==> config.mk <==
export PLATFORM = sky130hd
export DESIGN_NAME = reg_file
export DESIGN_NICKNAME = d
export VERILOG_FILES = /design/src/rtl/reg_file.sv
export SDC_FILE = /design/constraint.sdc
export NUM_CORES = 2
export LEC_CHECK = 0
export CAP_MARGIN = 25
export CORE_MARGIN = 2
export CORE_UTILIZATION = 45
export DETAILED_ROUTE_END_ITERATION = 10
export REMOVE_ABC_BUFFERS = 1
export SYNTH_ARGS = -nofsm -noshare
export SYNTH_HDL_FRONTEND = slang
export SYNTH_SLANG_ARGS = --single-unit
==> constraint.sdc <==
create_clock -name clk -period 40.5 [get_ports clk]
set_input_delay 8.1 -clock clk [delete_from_list [all_inputs] [get_ports clk]]
set_output_delay 8.1 -clock clk [all_outputs]
set_load 0.02 [all_outputs]
==> src/rtl/reg_file.sv <==
// ---------------------------------------------------------------------------
// reg_file -- architectural register file with rename tags for an
// out-of-order core that uses a reorder buffer (ROB).
//
// Each architectural register holds a 32-bit committed value and a TAGW-bit
// producer tag. A tag with MSB=1 names the ROB entry that will write the
// register. A tag of 0 means the stored value is final. x0 always reads 0
// and never takes a write or a rename.
//
// Handshake: there is no valid/ready pairing here. All updates occur on the
// rising clock edge and only when rdy is high. When rdy is low, all state
// holds. The read ports are always combinational.
//
// Ports
//   clk                    in   system clock, rising edge active
//   rst                    in   asynchronous active-high reset (clears all)
//   rdy                    in   global ready; low freezes all state
//   clr                    in   ROB flush: clear every tag, drop the issue
//   issue_to_reg_enable    in   rename request
//   issue_to_reg_rd        in   register being renamed
//   issue_to_reg_rob_pos   in   wrapped ROB tag of the renaming instruction
//   rob_to_reg_enable      in   commit write strobe
//   rob_to_reg_rd          in   committed destination register
//   rob_to_reg_val         in   committed value
//   commit_rob_pos         in   wrapped ROB tag of the committing entry
//   dc_to_reg_rs1_pos/rs2  in   source register indices from the decoder
//   reg_to_dc_rs1_val/rs2  out  operand values
//   reg_to_dc_rs1_rob_pos  out  producer tag for rs1 (0 = value is final)
//   reg_to_dc_rs2_rob_pos  out  producer tag for rs2 (0 = value is final)
// ---------------------------------------------------------------------------
module reg_file #(
    parameter int REG_NUM  = 32,
    parameter int ROB_SIZE = 16,
    localparam int TAGW    = $clog2(ROB_SIZE) + 1
) (
    input  logic            clk,
    input  logic            rst,
    input  logic            rdy,
    input  logic            clr,
    input  logic            issue_to_reg_enable,
    input  logic [4:0]      issue_to_reg_rd,
    input  logic [TAGW-1:0] issue_to_reg_rob_pos,
    input  logic            rob_to_reg_enable,
    input  logic [4:0]      rob_to_reg_rd,
    input  logic [31:0]     rob_to_reg_val,
    input  logic [TAGW-1:0] commit_rob_pos,
    input  logic [4:0]      dc_to_reg_rs1_pos,
    input  logic [4:0]      dc_to_reg_rs2_pos,
    output logic [31:0]     reg_to_dc_rs1_val,
    output logic [31:0]     reg_to_dc_rs2_val,
    output logic [TAGW-1:0] reg_to_dc_rs1_rob_pos,
    output logic [TAGW-1:0] reg_to_dc_rs2_rob_pos
);

    logic [31:0]     value_q [REG_NUM];
    logic [31:0]     value_d [REG_NUM];
    logic [TAGW-1:0] tag_q   [REG_NUM];
    logic [TAGW-1:0] tag_d   [REG_NUM];

    // ------------------------------------------------------------------
    // Next-state logic. Commit is applied first. A same-cycle issue to the
    // same register then overwrites the tag, because the issuing
    // instruction is younger than the committing one. A flush wipes all
    // tags but keeps the commit value write.
    // ------------------------------------------------------------------
    always_comb begin
        value_d = value_q;
        tag_d   = tag_q;
        if (rdy) begin
            if (rob_to_reg_enable && rob_to_reg_rd != 5'd0) begin
                value_d[rob_to_reg_rd] = rob_to_reg_val;
                // Clear the tag only if this commit is still the latest
                // producer. A younger rename keeps its tag.
                if (tag_q[rob_to_reg_rd] == commit_rob_pos) begin
                    tag_d[rob_to_reg_rd] = '0;
                end
            end
            if (clr) begin
                for (int i = 0; i < REG_NUM; i++) begin
                    tag_d[i] = '0;
                end
            end else if (issue_to_reg_enable && issue_to_reg_rd != 5'd0) begin
                tag_d[issue_to_reg_rd] = issue_to_reg_rob_pos;
            end
        end
        // x0 is hard-wired zero.
        value_d[0] = '0;
        tag_d[0]   = '0;
    end

    always_ff @(posedge clk or posedge rst) begin
        if (rst) begin
            for (int i = 0; i < REG_NUM; i++) begin
                value_q[i] <= '0;
                tag_q[i]   <= '0;
            end
        end else begin
            for (int i = 0; i < REG_NUM; i++) begin
                value_q[i] <= value_d[i];
                tag_q[i]   <= tag_d[i];
            end
        end
    end

    // ------------------------------------------------------------------
    // Read ports. A commit that retires the current producer of a source
    // is forwarded in the same cycle, so the decoder never waits for it.
    // The bypass is gated by rst so that outputs read 0 while reset is
    // asserted, even if a zero-tag commit is presented.
    // ------------------------------------------------------------------
    logic rs1_bypass;
    logic rs2_bypass;

    assign rs1_bypass = !rst && rob_to_reg_enable
                        && rob_to_reg_rd == dc_to_reg_rs1_pos
                        && tag_q[dc_to_reg_rs1_pos] == commit_rob_pos;
    assign rs2_bypass = !rst && rob_to_reg_enable
                        && rob_to_reg_rd == dc_to_reg_rs2_pos
                        && tag_q[dc_to_reg_rs2_pos] == commit_rob_pos;

    always_comb begin
        reg_to_dc_rs1_val     = value_q[dc_to_reg_rs1_pos];
        reg_to_dc_rs1_rob_pos = tag_q[dc_to_reg_rs1_pos];
        if (dc_to_reg_rs1_pos == 5'd0) begin
            reg_to_dc_rs1_val     = '0;
            reg_to_dc_rs1_rob_pos = '0;
        end else if (rs1_bypass) begin
            reg_to_dc_rs1_val     = rob_to_reg_val;
            reg_to_dc_rs1_rob_pos = '0;
        end
    end

    always_comb begin
        reg_to_dc_rs2_val     = value_q[dc_to_reg_rs2_pos];
        reg_to_dc_rs2_rob_pos = tag_q[dc_to_reg_rs2_pos];
        if (dc_to_reg_rs2_pos == 5'd0) begin
            reg_to_dc_rs2_val     = '0;
            reg_to_dc_rs2_rob_pos = '0;
        end else if (rs2_bypass) begin
            reg_to_dc_rs2_val     = rob_to_reg_val;
            reg_to_dc_rs2_rob_pos = '0;
        end
    end

endmodule

==> flow_summary.ini <==
[clock_network]
cts_setup_buffers = 0
tritoncts = yes
h-tree-depth = 4
cts.sinks = 1147
numCtsBuffers = 134
clkTransAtPathRegs_ns = 0.05
clock_path_buffers = 3
clkLatencyLatePin_ns = 0.76
postCtsHoldBufs = 0
cts_resized = 0
cts-root-buf = clkbuf_16

[worst_setup_path]
cp_slowest_cell = clkdlybuf4s50_1
cp_data_arrival_time_ns = 14.05
crit_path_cell_trace = clkdlybuf4s50_1, inv_4, buf_4, o221ai_1, o22ai_1, o21ai_0, o21ai_0, xnor2_1, nor4_2, buf_4, mux2i_1, clkdlybuf4s50_1
critical_path.max_fanout = 35
cp_top_family = buffers and inverters
crit_required_ns = 32.40
worstSetupPathType = input port to primary output
critical_path.startpoint = dc_to_reg_rs2_pos[3]
reg2reg_from = tag_q[47]$_DFFE_PP0P_
path_buf_inv = 5
cp-start-kind = input port
max_stage_delay_ns = 0.86
endpoint_kind = primary output

[yosys]
synth_edf_count = 0
yosys.area.top_type = dfrtp_1
synth-compound-area-share_pct = 4.78
postSynth.asyncResetShare_pct = 100
syn_area_per_cell_sq_um = 13.9
ys.flop_type = dfrtp_1
synthTopCellsByCount = dfrtp_1, mux2_2, mux4_2
yosysSeqAreaShare_pct = 43.1
synth_top_family_by_area = multiplexers
synthAdderAreaFrac_pct = 0
synthTopCellsByArea = dfrtp_1, mux4_2, mux2_2, mux2i_1, clkbuf_1
synth.area.mux_share_pct = 42.4
synthCells = 4801
synth-seq-cells = 1147
synth_most_common_cell = dfrtp_1
syn-cell-area_sq_um = 66700
synth_top_area_share_pct = 43.1
synth-simple-area-share_pct = 6.21
ys_types = 71
yosys_warnings = 0
synth_xor_area_share_pct = 0.289

[floorplan]
dieArea_sq_um = 151000
initial_core_util_pct = 45.2
coreArea_sq_um = 147000
die_h_um = 389
die_x_um = 389
rows = 141
ios = 142

[route]
wl_per_cell_um = 32.5
ant_nets = 0
viasPerCell = 6.69
drc_errors = 0
drt-pass1-iter-count = 6
first_iter_violations = 4583
vias = 45200
wirelength_mm = 219

[status]
status = completed

[timing]
fin_setup_tns_ns = 0
relSlewSlack_pct = 22.8
fin_crit_sh_pct = 54.7
finalMaxSlewViolations = 0
final-hold-violation-count = 0
tightest_slew_ns = 1.16
rsz0062_at_grt = no
finalCriticalPeriod_ns = 22.15
fin_skew_ns = 0.0207
finalSetupViolations = 0
fmax_mhz = 45.1

[power_and_ir_drop]
p_switching_uw = 931
comb_power_share_pct = 19.6
seqPwrFrac_pct = 43.5
switching_share_pct = 28.1
p_int_mw = 2.38
p_leak_nw = 31.5
power_density_nw_per_um2 = 44.3
power_frac_clock_pct = 36.9
p_total_mw = 3.31
peakVddDrop_mv = 0.0414

[grt]
antenna_found_initial = 6
grt_max_degree = 175
track_usage_pct = 29.0
grt-ovfl-total = 0
grt_pass1_vias = 45500
grt_pass1_wl_mm = 323

[worst_hold_path]
hold_path.startpoint = value_q[162]$_DFFE_PP0P_
min_path_type = register to register

[place]
gp_congestion = 0.984
hpwl_mm = 123
numPortBuffers = 141

[cells_and_area]
final_net_count = 4787
postLayoutCoreUtil_pct = 50.6
drive_above_1_share_pct = 44.7
area_growth_syn_to_layout_pct = 12.1

[run]
cap_violations = 0
[routing by layer]
metal / track usage [%] / share of wire, % / wire [um]
met1: 39.7 / 41 / 90200
met2: 45.7 / 47 / 102000
met3: 5.59 / 7.6 / 16600
met4: 11.9 / 4.6 / 10100
met5: 0 / 0.023 / 51
[stage by stage]
step | instances | hold slack [ns] | instance area [sq um] | setup WS, ns
after CTS | 6729 | 0.524 | 74200 | 18.39
after floorplan | 4312 | 0.491 | 64600 | -7.22
after global placement | 6480 | 0.501 | 69500 | 18.45
after global routing | 6749 | 0.529 | 74700 | 18.22
after detailed placement | 6493 | 0.510 | 69800 | 18.43
final | 6750 | 0.518 | 74700 | 18.35
[sequential cells by signal, indices dropped and copies added, names as in the netlist]
register	count
tag_q	155
value_q	992
[layout make-up]
type / count / area (sq um)
antenna: 1 / 2.50
clock buffer: 194 / 3950
clock inverter: 42 / 480
fill: 12500 / 72800
inverter: 24 / 100
multi-input combinational: 3141 / 36000
sequential: 1147 / 28700
tap: 1930 / 2410
timing repair buffer: 271 / 2990
[kinds of logic after synthesis]
logic type	after synthesis
buffers and inverters	513
AND/OR/NAND/NOR	758
XOR/XNOR	22
AO/OA/AOI/OAI	512
flip-flops	1147
multiplexers	1849
[power groups by stage]
stage	registers (mW)	logic [mW]	clock network (mW)
finish	1.44	0.648	1.22
global route	1.46	0.690	1.29
CTS	1.43	0.644	1.24
detailed placement	1.45	0.641	0
global placement	1.44	0.628	0
floorplan	1.40	0.441	0
[cell usage in the layout, fill, tap and decap left out, drive strengths merged, types with 128 or more instances in the layout]
cell type / n
mux2: 1046
mux2i: 131
o21ai: 184
nand3b: 143
buf: 135
clkbuf: 202
nor2b: 163
clkdlybuf4s50: 128
mux4: 672
nand2: 213
dfrtp: 1147
a21oi: 177
[worst paths after layout]
| kind | slack, ns | end | cells past startpoint |
|---|---|---|---|
| hold reg to reg | 0.52 | value_q[162]$_DFFE_PP0P_ | 1 |
| max in group asynchronous | 28.98 | value_q[959]$_DFFE_PP0P_ | 6 |
| setup / recovery | 18.35 | reg_to_dc_rs2_val[23] | 12 |
| setup reg to reg | 36.22 | tag_q[83]$_DFFE_PP0P_ | 9 |
| min in group asynchronous | 7.82 | value_q[713]$_DFFE_PP0P_ | 2 |
| hold / removal | 0.52 | value_q[162]$_DFFE_PP0P_ | 1 |
No activity file was read; power rests on OpenSTA's default activity.
